`src/rtl/byte_mem_ctrl.sv`:
```
// Byte-serial memory controller: word-level IF/MEM requests serialized onto an 8-bit RAM/IO bus.
// Optional macro BYTE_MEM_CTRL_IO_WAIT_EN stalls I/O-region stores while the UART tx buffer is full.
module byte_mem_ctrl #(
  parameter int          ADDR_W = 32,
  parameter logic [1:0]  IO_HI  = 2'b11
) (
  input  logic              clk_in,
  input  logic              rst_in,
  input  logic              rdy_in,
  input  logic              if_req_i,
  input  logic [ADDR_W-1:0] if_addr_i,
  input  logic              if_flush_i,
  output logic              if_done_o,
  output logic [31:0]       if_rdata_o,
  input  logic              mem_req_i,
  input  logic              mem_we_i,
  input  logic [1:0]        mem_size_i,
  input  logic [ADDR_W-1:0] mem_addr_i,
  input  logic [31:0]       mem_wdata_i,
  output logic              mem_done_o,
  output logic [31:0]       mem_rdata_o,
  input  logic              io_full_i,
  input  logic [7:0]        mem_din,
  output logic [7:0]        mem_dout,
  output logic [ADDR_W-1:0] mem_a,
  output logic              mem_wr
);

  typedef enum logic [1:0] {IDLE, READ, WRITE} state_t;

  state_t            state;
  logic              is_if;
  logic [1:0]        last;
  logic [2:0]        cnt;
  logic [ADDR_W-1:0] base;
  logic [31:0]       wdata_q;
  logic [31:0]       rbuf;
  logic [31:0]       merged;
  logic              wr_q;
  logic [1:0]        mem_last;
  logic              io_block;

`ifdef BYTE_MEM_CTRL_IO_WAIT_EN
  assign io_block = mem_req_i && mem_we_i && (mem_addr_i[17:16] == IO_HI) && io_full_i;
`else
  // io_full_i is intentionally ignored in this build
  assign io_block = 1'b0 & io_full_i & (mem_addr_i[17:16] == IO_HI);
`endif

  assign mem_last = (mem_size_i == 2'd2) ? 2'd3 : mem_size_i;

  // A frozen cycle must never repeat a write strobe, so the strobe is gated by rdy_in
  assign mem_wr = wr_q & rdy_in;

  // Byte k returns two edges after its address was issued, i.e. while cnt == k + 2
  always_comb begin
    merged = rbuf;
    for (int unsigned i = 0; i < 4; i++) begin
      if (cnt == 3'(i + 2)) merged[8*i +: 8] = mem_din;
    end
  end

  always_ff @(posedge clk_in) begin
    if (rst_in) begin
      state       <= IDLE;
      is_if       <= 1'b0;
      last        <= '0;
      cnt         <= '0;
      base        <= '0;
      wdata_q     <= '0;
      rbuf        <= '0;
      wr_q        <= 1'b0;
      mem_a       <= '0;
      mem_dout    <= '0;
      if_done_o   <= 1'b0;
      mem_done_o  <= 1'b0;
      if_rdata_o  <= '0;
      mem_rdata_o <= '0;
    end else if (rdy_in) begin
      if_done_o  <= 1'b0;
      mem_done_o <= 1'b0;
      case (state)
        IDLE: begin
          wr_q <= 1'b0;
          if (!if_done_o && !mem_done_o && !io_block) begin
            if (mem_req_i) begin
              is_if   <= 1'b0;
              base    <= mem_addr_i;
              last    <= mem_last;
              wdata_q <= mem_wdata_i;
              rbuf    <= '0;
              cnt     <= 3'd1;
              mem_a   <= mem_addr_i;
              if (mem_we_i) begin
                state      <= WRITE;
                wr_q       <= 1'b1;
                mem_dout   <= mem_wdata_i[7:0];
                mem_done_o <= (mem_last == 2'd0);
              end else begin
                state <= READ;
              end
            end else if (if_req_i && !if_flush_i) begin
              is_if <= 1'b1;
              base  <= if_addr_i;
              last  <= 2'd3;
              rbuf  <= '0;
              cnt   <= 3'd1;
              mem_a <= if_addr_i;
              state <= READ;
            end
          end
        end
        READ: begin
          if (is_if && if_flush_i) begin
            state <= IDLE;
          end else begin
            if (cnt <= {1'b0, last}) mem_a <= base + ADDR_W'(cnt);
            if (cnt >= 3'd2) rbuf <= merged;
            if (cnt == {1'b0, last} + 3'd2) begin
              state <= IDLE;
              if (is_if) begin
                if_done_o  <= 1'b1;
                if_rdata_o <= merged;
              end else begin
                mem_done_o  <= 1'b1;
                mem_rdata_o <= merged;
              end
            end
            cnt <= cnt + 3'd1;
          end
        end
        WRITE: begin
          if (cnt <= {1'b0, last}) begin
            mem_a      <= base + ADDR_W'(cnt);
            mem_dout   <= wdata_q[{cnt[1:0], 3'b000} +: 8];
            mem_done_o <= (cnt[1:0] == last);
            cnt        <= cnt + 3'd1;
          end else begin
            wr_q  <= 1'b0;
            state <= IDLE;
          end
        end
        default: state <= IDLE;
      endcase
    end
  end

endmodule

```
`config.mk`:
```
export PLATFORM = sky130hd
export DESIGN_NAME = byte_mem_ctrl
export DESIGN_NICKNAME = d
export VERILOG_FILES = /design/src/rtl/byte_mem_ctrl.sv
export SDC_FILE = /design/constraint.sdc
export NUM_CORES = 1
export LEC_CHECK = 0
export BUFFER_PORTS_ARGS = -buffer_cell sky130_fd_sc_hd__clkbuf_2
export CORE_ASPECT_RATIO = 2
export CORE_MARGIN = 4
export CORE_UTILIZATION = 47
export CTS_CLUSTER_DIAMETER = 150
export DETAILED_ROUTE_END_ITERATION = 10
export PLACE_DENSITY = 0.73
export SLEW_MARGIN = 10
export SYNTH_ARGS = -nofsm -noshare
export SYNTH_HDL_FRONTEND = slang
export SYNTH_SLANG_ARGS = --single-unit
```
`constraint.sdc`:
```
create_clock -name clk_in -period 6.95 [get_ports clk_in]
set_clock_uncertainty 0.2 [all_clocks]
set_input_delay 0.3475 -clock clk_in [delete_from_list [all_inputs] [get_ports clk_in]]
set_output_delay 0.3475 -clock clk_in [all_outputs]
set_load 0.01 [all_outputs]
```
==> run summary, run 1 <==
For this run, the leading register cell type out of synthesis is dfxtp_1. The tools report the cell count after placement as 1481. The effective utilization at floorplan is 0.4753.

Wire segments on met3 add up to 1.263 mm in the final route. In this run, synthesis produced a sequential element count of 211. Using the TritonRoute via totals, the vias-per-cell ratio works out to 5.533. The number of synthesis warnings was 0; the upper clock frequency limit was 261.4 MHz.

For hold timing, the worst endpoint is state[1]. With fillers left out, the area of the finished cells amounts to 11780 sq um. The number of nets in the layout is 1398. After clock tree synthesis, the flow added hold-fix buffers numbering 33. Input and output buffers added on the ports amount to 219.

The worst register-to-register path has a setup slack of 3.12 ns. Post-CTS repair changed the size of 0 cells. The clock reaches the later pin of the worst-skew pair after 0.50 ns. The row count is 74, and the number of endpoints with negative hold slack in the final report is 0. Across all setup checks in the final design, the least slack found is 3.124 ns. The gate count after technology mapping is 1074, and the number of synthesized flops with an enable pin is 0. STA puts the critical path data required time at 7.15 ns. The final layout contains routed wiring with a total length of 26.49 mm.

The tightest slew margin relative to the limit was 0.2951; the layout overhead on the synthesized area was 21.71%. During I/O placement, the number of pins put on the boundary was 221. The cell area reported after detailed placement is 10820 sq um, and the total half-perimeter wirelength after legalization and detailed placement is 18.47 mm.

Top layer used by detailed routing: met4. The die is 211.0 um tall. The area of the die was 23100 sq um. The worst min-delay path category was input pin to flip-flop. Max-slew violation count: 0. Setup repair after global routing left no endpoint under its margin. After synthesis the cells add up to 9682 sq um. The clock slew at the register clock pins of the worst setup and hold paths works out to 0.07 ns. The worst hold path begins at mem_we_i.

The detail route stage leaves a number of antenna-violating nets equal to 0. For the total clock buffers created by CTS, the log shows 19. The worst reg2reg path depth came out at 8. The initial antenna violation count was 0.

The congestion estimate from routability-driven global placement came to 0.8295. The power density relative to cell area came out at 241.7 nW/um^2. The pin count of the biggest net entering global routing came out at 93. The die is 109.5 um wide. The clock net in this run drives a total of 211 sinks.

The tools report the remaining global-route overflow as 0. The run finished with clean final reports. In this run the worst path has a maximum fanout of 48.

The area of the core is 20370 sq um, and the via count of the first global-routing pass is 8559. In this run the critical register-to-register path is captured at if_rdata_o[9]. Before antenna repair, the detailed router went through 4 iterations. The number of nets in the synthesized netlist is 1203, and the sum of met2 wire segment lengths after detailed routing is 14.29 mm. TritonCTS built the clock tree. Synthesis instantiated 55 different standard cells from the library. For the worst setup path, the data arrival time is 4.03 ns. The number of instances on the worst hold path is 4. The critical path is of the flip-flop to flip-flop type. The average instance in the mapped netlist occupies 9.015 sq um.

For the leakage power, the log shows 4.794 nW. After detailed routing, the average wire length per cell comes to 17.13 um. The most critical setup path has its startpoint at cnt[0]. The number of non-filler instances in the completed layout came out at 1547. For the wire length on met1, the log shows 9.801 mm. In this run the post-CTS setup repair buffer count came out at 0. In the routed design, unresolved DRC markers number 0. The nature of the critical path startpoint was a flip-flop. For the number of endpoints failing setup at the final stage, the log shows 0.

The H-tree depth reported by CTS came out at 1. The tools report the global routing usage summed across all routing layers as 0.2279. The tools report the setup slack after placement as 3.083 ns. The tools report the type of destination of the critical path as a flip-flop. The number of antenna diodes in the final layout is 0. The setup TNS is 0 ns.

In this run the critical register-to-register path is launched from cnt[0]. The first-pass GRT wire length was 42.52 mm. The post-route minimum period is 3.826 ns, and the fraction of layout cells with a size suffix above 1 is 0.2404. The share of flip-flops with an asynchronous set or reset after synthesis is 0, and the transition time at the pin with the least slew margin is 1.057 ns. The run gives 465 as the violation count after the first detailed-route iteration.

Max-cap violations in this run came to 0. The tools report the deepest clock path buffer count as 3. The maximum vdd drop was 0.2335 mV. The sequential cell area fraction in the yosys report was 0.4363; the total via count in the routed design was 8559. Share of the clock period used by the worst path: 0.5504.

The cell sitting at the root of the clock tree is a clkbuf_16.
[sequential cells by signal, indices dropped and copies added, names as in the netlist, 3 cells and up]
| register | count |
|---|---|
| base | 32 |
| if_rdata_o | 32 |
| mem_a | 32 |
| mem_rdata_o | 32 |
| rbuf | 32 |
| wdata_q | 32 |
| mem_dout | 8 |
| cnt | 3 |
[synthesized netlist by cell type, types with 3 or more instances]
master,count,area share
or4_1,3,0.0023
nand2_1,114,0.044
nand2b_1,3,0.0019
mux2_2,12,0.014
xor2_1,12,0.011
o211ai_1,18,0.014
buf_1,15,0.0058
nor3_1,7,0.0036
inv_1,13,0.0050
o2bb2ai_1,3,0.0027
ha_1,14,0.018
and4_1,4,0.0036
xnor2_1,14,0.013
nand3_1,22,0.011
a211oi_1,77,0.060
nor2_1,168,0.065
mux2i_1,85,0.088
nand4_1,11,0.0071
dfxtp_1,211,0.44
and2_1,5,0.0032
nor2b_1,4,0.0026
a21o_1,6,0.0047
mux4_2,8,0.019
a21oi_1,60,0.031
buf_4,3,0.0023
o21ai_0,7,0.0036
o22ai_1,3,0.0019
o31ai_1,4,0.0031
clkbuf_1,47,0.018
buf_2,24,0.012
and3_1,11,0.0071
a32oi_1,32,0.029
nor4_1,3,0.0019
a211oi_2,20,0.026
[cells in the final DEF (no fill, tap or decap), drive strengths merged, types with 22 or more instances in the layout]
| master | Yosys | layout |
|---|---|---|
| clkbuf | 47 | 245 |
| dfxtp | 211 | 211 |
| nor2 | 171 | 171 |
| nand2 | 114 | 114 |
| a211oi | 97 | 97 |
| mux2i | 85 | 85 |
| a21oi | 60 | 60 |
| dlygate4sd3 | 0 | 33 |
| a32oi | 32 | 32 |
| nand3 | 22 | 22 |
[worst max-delay path: stages (launching register included)]
cell and delay, ns:
dfxtp_1 0.83, inv_1 0.27, ha_1 0.36, nor3b_2 0.25, nand3_1 0.22, nor3b_4 0.64, buf_4 0.60, nor2_1 0.11
a211oi_2 0.21
[cell families after synthesis]
| logic type | count (synthesis) | synth area share |
|---|---|---|
| DFF | 211 | 0.4363 |
| adders and majority gates | 15 | 0.02016 |
| xor gates and xnor gates | 26 | 0.02352 |
| muxes | 105 | 0.1204 |
| and+or+nand+nor | 367 | 0.1644 |
| AOI/OAI and AO/OA | 245 | 0.1887 |
| buffers and inverters | 105 | 0.04652 |
[layout make-up]
cell class	count	area [sq um]
Clock buffer	27	545.5
Fill cell	1851	8586
Clock inverter	6	83.83
Timing Repair Buffer	265	1530
Inverter	14	52.55
Multi-Input combinational cell	758	5015
Tap cell	266	332.8
Sequential cell	211	4224
[stage by stage]
stage,hold WS [ns],util,total power [mW]
floorplan,0.2331,-,1.629
global placement,0.2397,0.5314,1.768
detailed placement,0.2465,0.5314,1.777
CTS,0.01481,0.5785,2.877
global route,0.05039,0.5785,2.970
finish,0.03178,0.5785,2.848
[worst max-delay path by stage]
stage | endpoint
floorplan | mem_a[19]
global placement | if_rdata_o[4]
detailed placement | if_rdata_o[1]
CTS | if_rdata_o[1]
global route | if_rdata_o[29]
finish | if_rdata_o[9]
[layer usage]
layer | track usage | vias to the layer above
li1 | - | 4233
met1 | 0.2574 | 4012
met2 | 0.4172 | 254
met3 | 0.02784 | 60
met4 | 0.1016 | 0
met5 | 0 | -
[where the power goes]
part           internal (mW)  leakage [nW]  switching [mW]  total (mW)
sequential              1.27          1.71          0.0528        1.33
combinational          0.178          2.77           0.262       0.439
clock                  0.623         0.312           0.460        1.08
Note: power is estimated with default switching activity, not from simulation.
==> run 2, diff against run 1 <==
==> constraint.sdc (replaced) <==
create_clock -name clk_in -period 3.6 [get_ports clk_in]
set_clock_uncertainty 0.2 [all_clocks]
set_input_delay 0.18 -clock clk_in [delete_from_list [all_inputs] [get_ports clk_in]]
set_output_delay 0.18 -clock clk_in [all_outputs]
set_load 0.01 [all_outputs]
==> run 2 against run 1 <==
Effect of this change: power is 97% higher; register-to-register slack worse by 2.6 ns; flip-flop and latch count unchanged; critical path type unchanged; largest cell class unchanged; largest power group unchanged; highest routed layer unchanged.
==> run summary, run 2 (synthesis results as in run 1) <==
The die is 109.5 um wide. The tools report the via count of the first global-routing pass as 9073. The path with the worst hold slack has its endpoint at mem_a[22]. Total clock buffers created by CTS: 19. The sequential fraction of design power came out at 0.456. The worst setup path is captured at a flip-flop.

The die is 211.0 um tall. Cell internal power was estimated by the tool at 4.072 mW. The number of endpoints with negative hold slack in the final report was 0.

The run finished with clean final reports. For this run, the detailed router's first-pass iteration total came to 4. The final route contains 9054 vias. TritonCTS built the clock tree.

The number of buffers inserted to repair setup after CTS is 0, and the post-detailed-route via-to-cell ratio is 5.568. In this run the count of I/O pins placed on the die edge is 221. The die covers 23100 sq um. For the setup TNS, the log shows 0 ns. In this run the critical register-to-register path is launched from state[0]. At the end of the flow, the number of nets in the layout was 1476. The logs give 3.25 ns for the data arrival time of the critical path and 0.374 for the portion of total power attributed to the clock network.

Tightest slew margin relative to the limit: 0.3923. The number of endpoints failing setup at the final stage came out at 0. Max-cap violations in this run came to 0. The tools report the maximum vdd drop as 0.3427 mV. The power density relative to cell area is 444.8 nW/um^2. After clock tree synthesis, the clock-pin slew on the worst setup and hold paths is 0.07 ns.

The combinational share of power is 0.170, and the first-pass GRT wire length is 45.33 mm. The global routing usage summed across all routing layers was 0.2423. The worst setup path is of the flip-flop to flip-flop kind. For this block, the routed nets add up to 28.33 mm of wire. Summed over all cells, the static leakage comes to 5.135 nW. The number of antenna diodes in the final layout is 0. The violation count after the first detailed-route iteration came out at 411. The worst setup path is launched from a flip-flop.

Static timing analysis puts the maximum clock frequency at 329.6 MHz. The worst reg2reg path depth was 8; the worst hold margin was 0.002444 ns. The effective utilization at floorplan came out at 0.4753. Total DRC errors in the routed layout: 0. The area of the core came out at 20370 sq um. Antenna violation net count after detailed routing: 0. For the pin with the worst max-slew slack, the measured transition is 0.9116 ns. In this run the most critical hold path is launched from mem_addr_i[22]. The tools report the root cell of the clock tree as clkbuf_16.

The worst min-delay path category was input pin to flip-flop. The tree built by TritonCTS fans out to 211 sinks. Setup repair after global routing left no endpoint under its margin. The share of the clock period used by the worst path is 0.8427, and the post-route minimum period is 3.034 ns. The fraction of layout cells with a size suffix above 1 is 0.2309, and the net switching power is 1.527 mW. The run gives 0 as the remaining global-route overflow. The tools report the endpoint of the worst-slack reg-to-reg timing path as mem_a[14]. The clock passes through at most 3 buffers. The run gives 0 as the max-slew violation count. The library cells used most frequently in the layout, excluding fill and tap cells, are 218 x clkbuf_2, 211 x dfxtp_1, 168 x nor2_1.

For the worst-skew pair, the clock arrives at the later sink with an insertion delay of 0.49 ns. The initial antenna violation count came out at 0. H-tree depth reported by CTS: 1. Entering global routing, the biggest net connects 108 pins. The tools report the internal reg-to-reg setup slack as 0.57 ns. The most common cell after layout, fill and taps aside is clkbuf_2.

Number of instances on the worst hold path: 5. The total half-perimeter wirelength after legalization and detailed placement is 18.43 mm, and the switching share of power is 0.2727. Data on the critical path is required at its endpoint by 3.81 ns.

In the final routed layout, each cell accounts on average for 17.42 um. The number of fill cells is 1750, and the last weighted congestion value of the routability-driven placer is 0.8192. Buffers placed on the I/O ports in this run total 219. For the row count, the log shows 74.

The layout overhead on the synthesized area was 30.02%. Along the worst path, the maximum fanout reaches 24.
-- run 2: area by class of cell --
class / count / area [sq um] / share of cell area
multi-input cells: 758 / 5015 / 0.3984
clock buffers: 26 / 541.8 / 0.04304
repair buffers: 343 / 2326 / 0.1848
inverters: 14 / 52.55 / 0.004175
clock inverters: 8 / 96.34 / 0.007653
well taps: 266 / 332.8 / 0.02644
flip-flops and latches: 211 / 4224 / 0.3356
-- run 2: through the flow --
step                setup slack [ns]  cell area (sq um)    util  std cells  power, mW
global placement              0.6342              10880  0.5341       1485      3.418
finish                        0.5664              12590  0.6180       1626      5.599
CTS                           0.5858              12590  0.6180       1626      5.620
global route                  0.3167              12590  0.6180       1626      5.826
detailed placement            0.6123              10880  0.5341       1485      3.435
floorplan                      1.112               9682       -       1074      3.145
-- run 2: power groups by stage --
stage                     Sequential, mW  Combinational, mW  Clock [mW]
after detailed placement            2.60              0.835           0
after global placement              2.60              0.820           0
after floorplan                     2.61              0.540           0
final                               2.55              0.952        2.09
after CTS                           2.55              0.940        2.13
after global routing                2.57               1.04        2.22
-- run 2: metal layers --
metal / part of all wire / routed length (um) / vias up / global-route usage
met5: 0 / 0 / - / 0
met4: 0.054 / 1516 / 0 / 0.1287
met3: 0.052 / 1480 / 103 / 0.03181
met2: 0.53 / 15020 / 339 / 0.4376
met1: 0.36 / 10310 / 4220 / 0.2686
li1: - / - / 4392 / -
-- run 2: worst max-delay path by stage --
stage / depth (start not counted) / startpoint / to
2_1_floorplan: 10 / cnt[0] / mem_a[19]
3_3_place_gp: 8 / state[0] / mem_a[14]
3_5_place_dp: 8 / state[0] / mem_a[14]
4_1_cts: 8 / state[0] / mem_a[14]
5_1_grt: 8 / state[0] / mem_a[15]
6_report: 8 / state[0] / mem_a[14]
-- run 2: critical path: stages (launching register included) --
cell and delay, ns:
dfxtp_1 0.38, inv_1 0.08, ha_1 0.36, nor3b_1 0.22, o2bb2ai_1 0.26, nand2_1 0.14, or2_1 0.58, or4_1 0.62
o211ai_1 0.10
-- run 2: what timing repair did --
action,CTS,global route
hold endpoints to repair,122,0
hold buffers,107,0
resized for setup,0,0
==> run 3, diff against run 2 <==
--- a/config.mk
+++ b/config.mk
@@ -11,7 +11,7 @@
 export CORE_UTILIZATION = 47
 export CTS_CLUSTER_DIAMETER = 150
 export DETAILED_ROUTE_END_ITERATION = 10
-export PLACE_DENSITY = 0.73
+export PLACE_DENSITY = 0.76
 export SLEW_MARGIN = 10
 export SYNTH_ARGS = -nofsm -noshare
 export SYNTH_HDL_FRONTEND = slang
==> constraint.sdc (replaced) <==
create_clock -name clk_in -period 2.5 [get_ports clk_in]
set_clock_uncertainty 0.2 [all_clocks]
set_input_delay 0.125 -clock clk_in [delete_from_list [all_inputs] [get_ports clk_in]]
set_output_delay 0.125 -clock clk_in [all_outputs]
set_load 0.01 [all_outputs]
==> run 3 against run 2 <==
Effect of this change: largest power group unchanged; clock power is 52% higher; count of clock-buffer cells in the layout stayed put; critical path type unchanged; sequential power is 44% higher.
==> run summary, run 3 (synthesis results as in run 1) <==
The run finished with clean final reports. The tools report the total DRC errors in the routed layout as 0. For the final routed wirelength across all metal layers, the log shows 30.27 mm. The fraction of layout cells with a size suffix above 1 works out to 0.2646. Reg-to-reg startpoint: state[0]. The run gives 20370 sq um as the area of the core.

The effective utilization at floorplan came out at 0.4753. Along the worst hold path, the cell count comes to 5. The number of nets in the layout was 1532; the setup slack after placement was -0.02972 ns. TritonCTS built the clock tree. The transition time at the pin with the least slew margin came out at 0.4119 ns.

Dividing total power by cell area gives a power density of 633.2 nW/um^2. The first detailed-routing pass ran for 5 iterations. The met1 routing resource usage after global routing came out at 0.2707.

For this design the top-level I/O count stands at 221. The worst register-to-register path ends at mem_a[14]. The horizontal die dimension came out at 109.5 um. Root cell of the clock tree: clkbuf_16. The worst hold path belongs to the class input pin to flip-flop.

In the post-route analysis, the smallest setup slack over all paths is 0.09327 ns. The internal reg-to-reg setup slack is 0.09 ns, and the post-detailed-route via-to-cell ratio is 5.600. The worst hold path begins at mem_addr_i[27].

The worst reg2reg path depth was 9. Clock-pin slew was measured on the worst setup and hold paths at 0.07 ns. The post-route minimum period is 2.407 ns. Entering global routing, the biggest net connects 80 pins. The clock reaches the later pin of the worst-skew pair after 0.51 ns. The tools report the row count as 74. The tools report the total via count in the routed design as 9424.

The end point of the worst hold path is mem_a[27]. Input and output buffers added on the ports amount to 219. Of all nets on the critical path, the largest fanout is 18. The tightest slew margin relative to the limit was 0.7176; the data arrival time of the critical path was 2.63 ns. The run gives 0 as the antenna diode count. Once detail routing completed, the nets flagged for antenna violations numbered 0. The run gives 3 as the deepest clock path buffer count. The run gives 0 as the initial antenna violation count. The type of the worst setup path was flip-flop to flip-flop. Total clock buffers created by CTS: 20. The global routing's busiest layer was met2. The type of destination of the critical path was a flip-flop. The die covers 23100 sq um. For this design the static power due to leakage is 5.473 nW. For the max-slew violation count, the log shows 0. The final total power was 8.410 mW; the average detailed-routed wire length per instance was 17.99 um. STA classifies the critical path startpoint as a flip-flop. For this block, the initial DRC count from the detailed router was 518. The most common cell after layout, fill and taps aside is clkbuf_2. Max-cap violations in this run came to 0. For this run, the top clock speed supported by timing is 415.5 MHz. Once detailed placement completed, the half-perimeter wirelength came to 19.19 mm. The H-tree depth reported by CTS came out at 1.

Summed over all layers, the global routing overflow is 0. The library cells used most frequently in the layout, excluding fill and tap cells, are 218 x clkbuf_2, 210 x dfxtp_1, 166 x nor2_1. From synthesis to final layout, the design area changed by 37.18%.

For the first-pass GRT wire length, the log shows 46.34 mm. The congestion estimate from routability-driven global placement came to 0.8796. For the global routing usage summed across all routing layers, the log shows 0.2502. The via count of the first global-routing pass was 9378. Setup violations remaining at the end of the flow were counted as 0. For the number of endpoints with negative hold slack in the final report, the log shows 0. The required time of the worst setup path is 2.72 ns, and the share of the clock period used by the worst path is 0.9627. The tools report the maximum vdd drop as 0.5306 mV. The logs give 0.02661 for the met3 usage in global routing and 211 for the number of sinks driven by the clock tree. The met2 capacity usage during global routing was 0.4615; the die boundary height was 211.0 um.
run 3: cell types whose count changed in the layout (fill, tap and decap cells not counted), sizes merged:
cell	previous run	this run
buf	18	59
dlygate4sd3	107	118
clkbuf	244	247
clkinv	5	6
clkinvlp	1	2
run 3: metrics by stage:
| step | TNS (ns) | utilization | area [sq um] | std cells | hold WS (ns) |
|---|---|---|---|---|---|
| after global placement | 0 | 0.5518 | 11240 | 1523 | 0.1496 |
| after global routing | -0.01101 | 0.6520 | 13280 | 1683 | 0.06783 |
| after detailed placement | -0.08352 | 0.5518 | 11240 | 1523 | 0.1554 |
| after CTS | 0 | 0.6440 | 13120 | 1678 | 0.01528 |
| after floorplan | 0 | - | 9682 | 1074 | 0.06096 |
| final | 0 | 0.6520 | 13280 | 1683 | 0.04857 |
run 3: metal layers:
layer | share of wire | wire length [um]
met3 | 0.046 | 1395
met2 | 0.55 | 16570
met1 | 0.35 | 10590
met4 | 0.057 | 1718
met5 | 0 | 0
run 3: worst max path at each step:
| stage | endpoint | from | cells after the start | slack (ns) |
|---|---|---|---|---|
| final | mem_a[14] | state[0] | 9 | 0.09 |
| after global routing | mem_a[15] | cnt[1] | 8 | -0.01 |
| after CTS | if_rdata_o[12] | last[1] | 9 | 0.02 |
| after detailed placement | mem_a[14] | state[1] | 9 | -0.03 |
| after global placement | mem_a[24] | state[1] | 9 | 0.05 |
| after floorplan | mem_a[19] | cnt[0] | 10 | 0.01 |
run 3: power breakdown:
| group | switching [mW] | internal (mW) |
|---|---|---|
| Combinational | 0.844 | 0.716 |
| Clock | 1.36 | 1.82 |
| Sequential | 0.134 | 3.54 |
run 3: cell type report:
cell class | instances | area, sq um
clock inverter | 10 | 115.1
sequential | 211 | 4225
inverter | 14 | 52.55
timing repair buffer | 398 | 2902
tap | 266 | 332.8
multi-input combinational | 758 | 5090
clock buffer | 26 | 564.3
fill | 1585 | 7088
run 3: critical path, stage by stage (launching register included):
cell and delay (ns):
dfxtp_1 0.34, inv_1 0.07, ha_2 0.21, nor3b_1 0.15, o2bb2ai_2 0.22, nand2_2 0.10
or2_4 0.27, buf_12 0.15, or4_1 0.48, o211ai_1 0.11
run 3: timing repair:
item / in CTS / in global routing
hold endpoints to repair: 172 / 0
pin swaps: 1 / 7
endpoints found under the setup margin: 4 / 69
cloned: 0 / 3
gates resized for setup: 3 / 22
buffers inserted: 0 / 3
hold buffers: 119 / 0
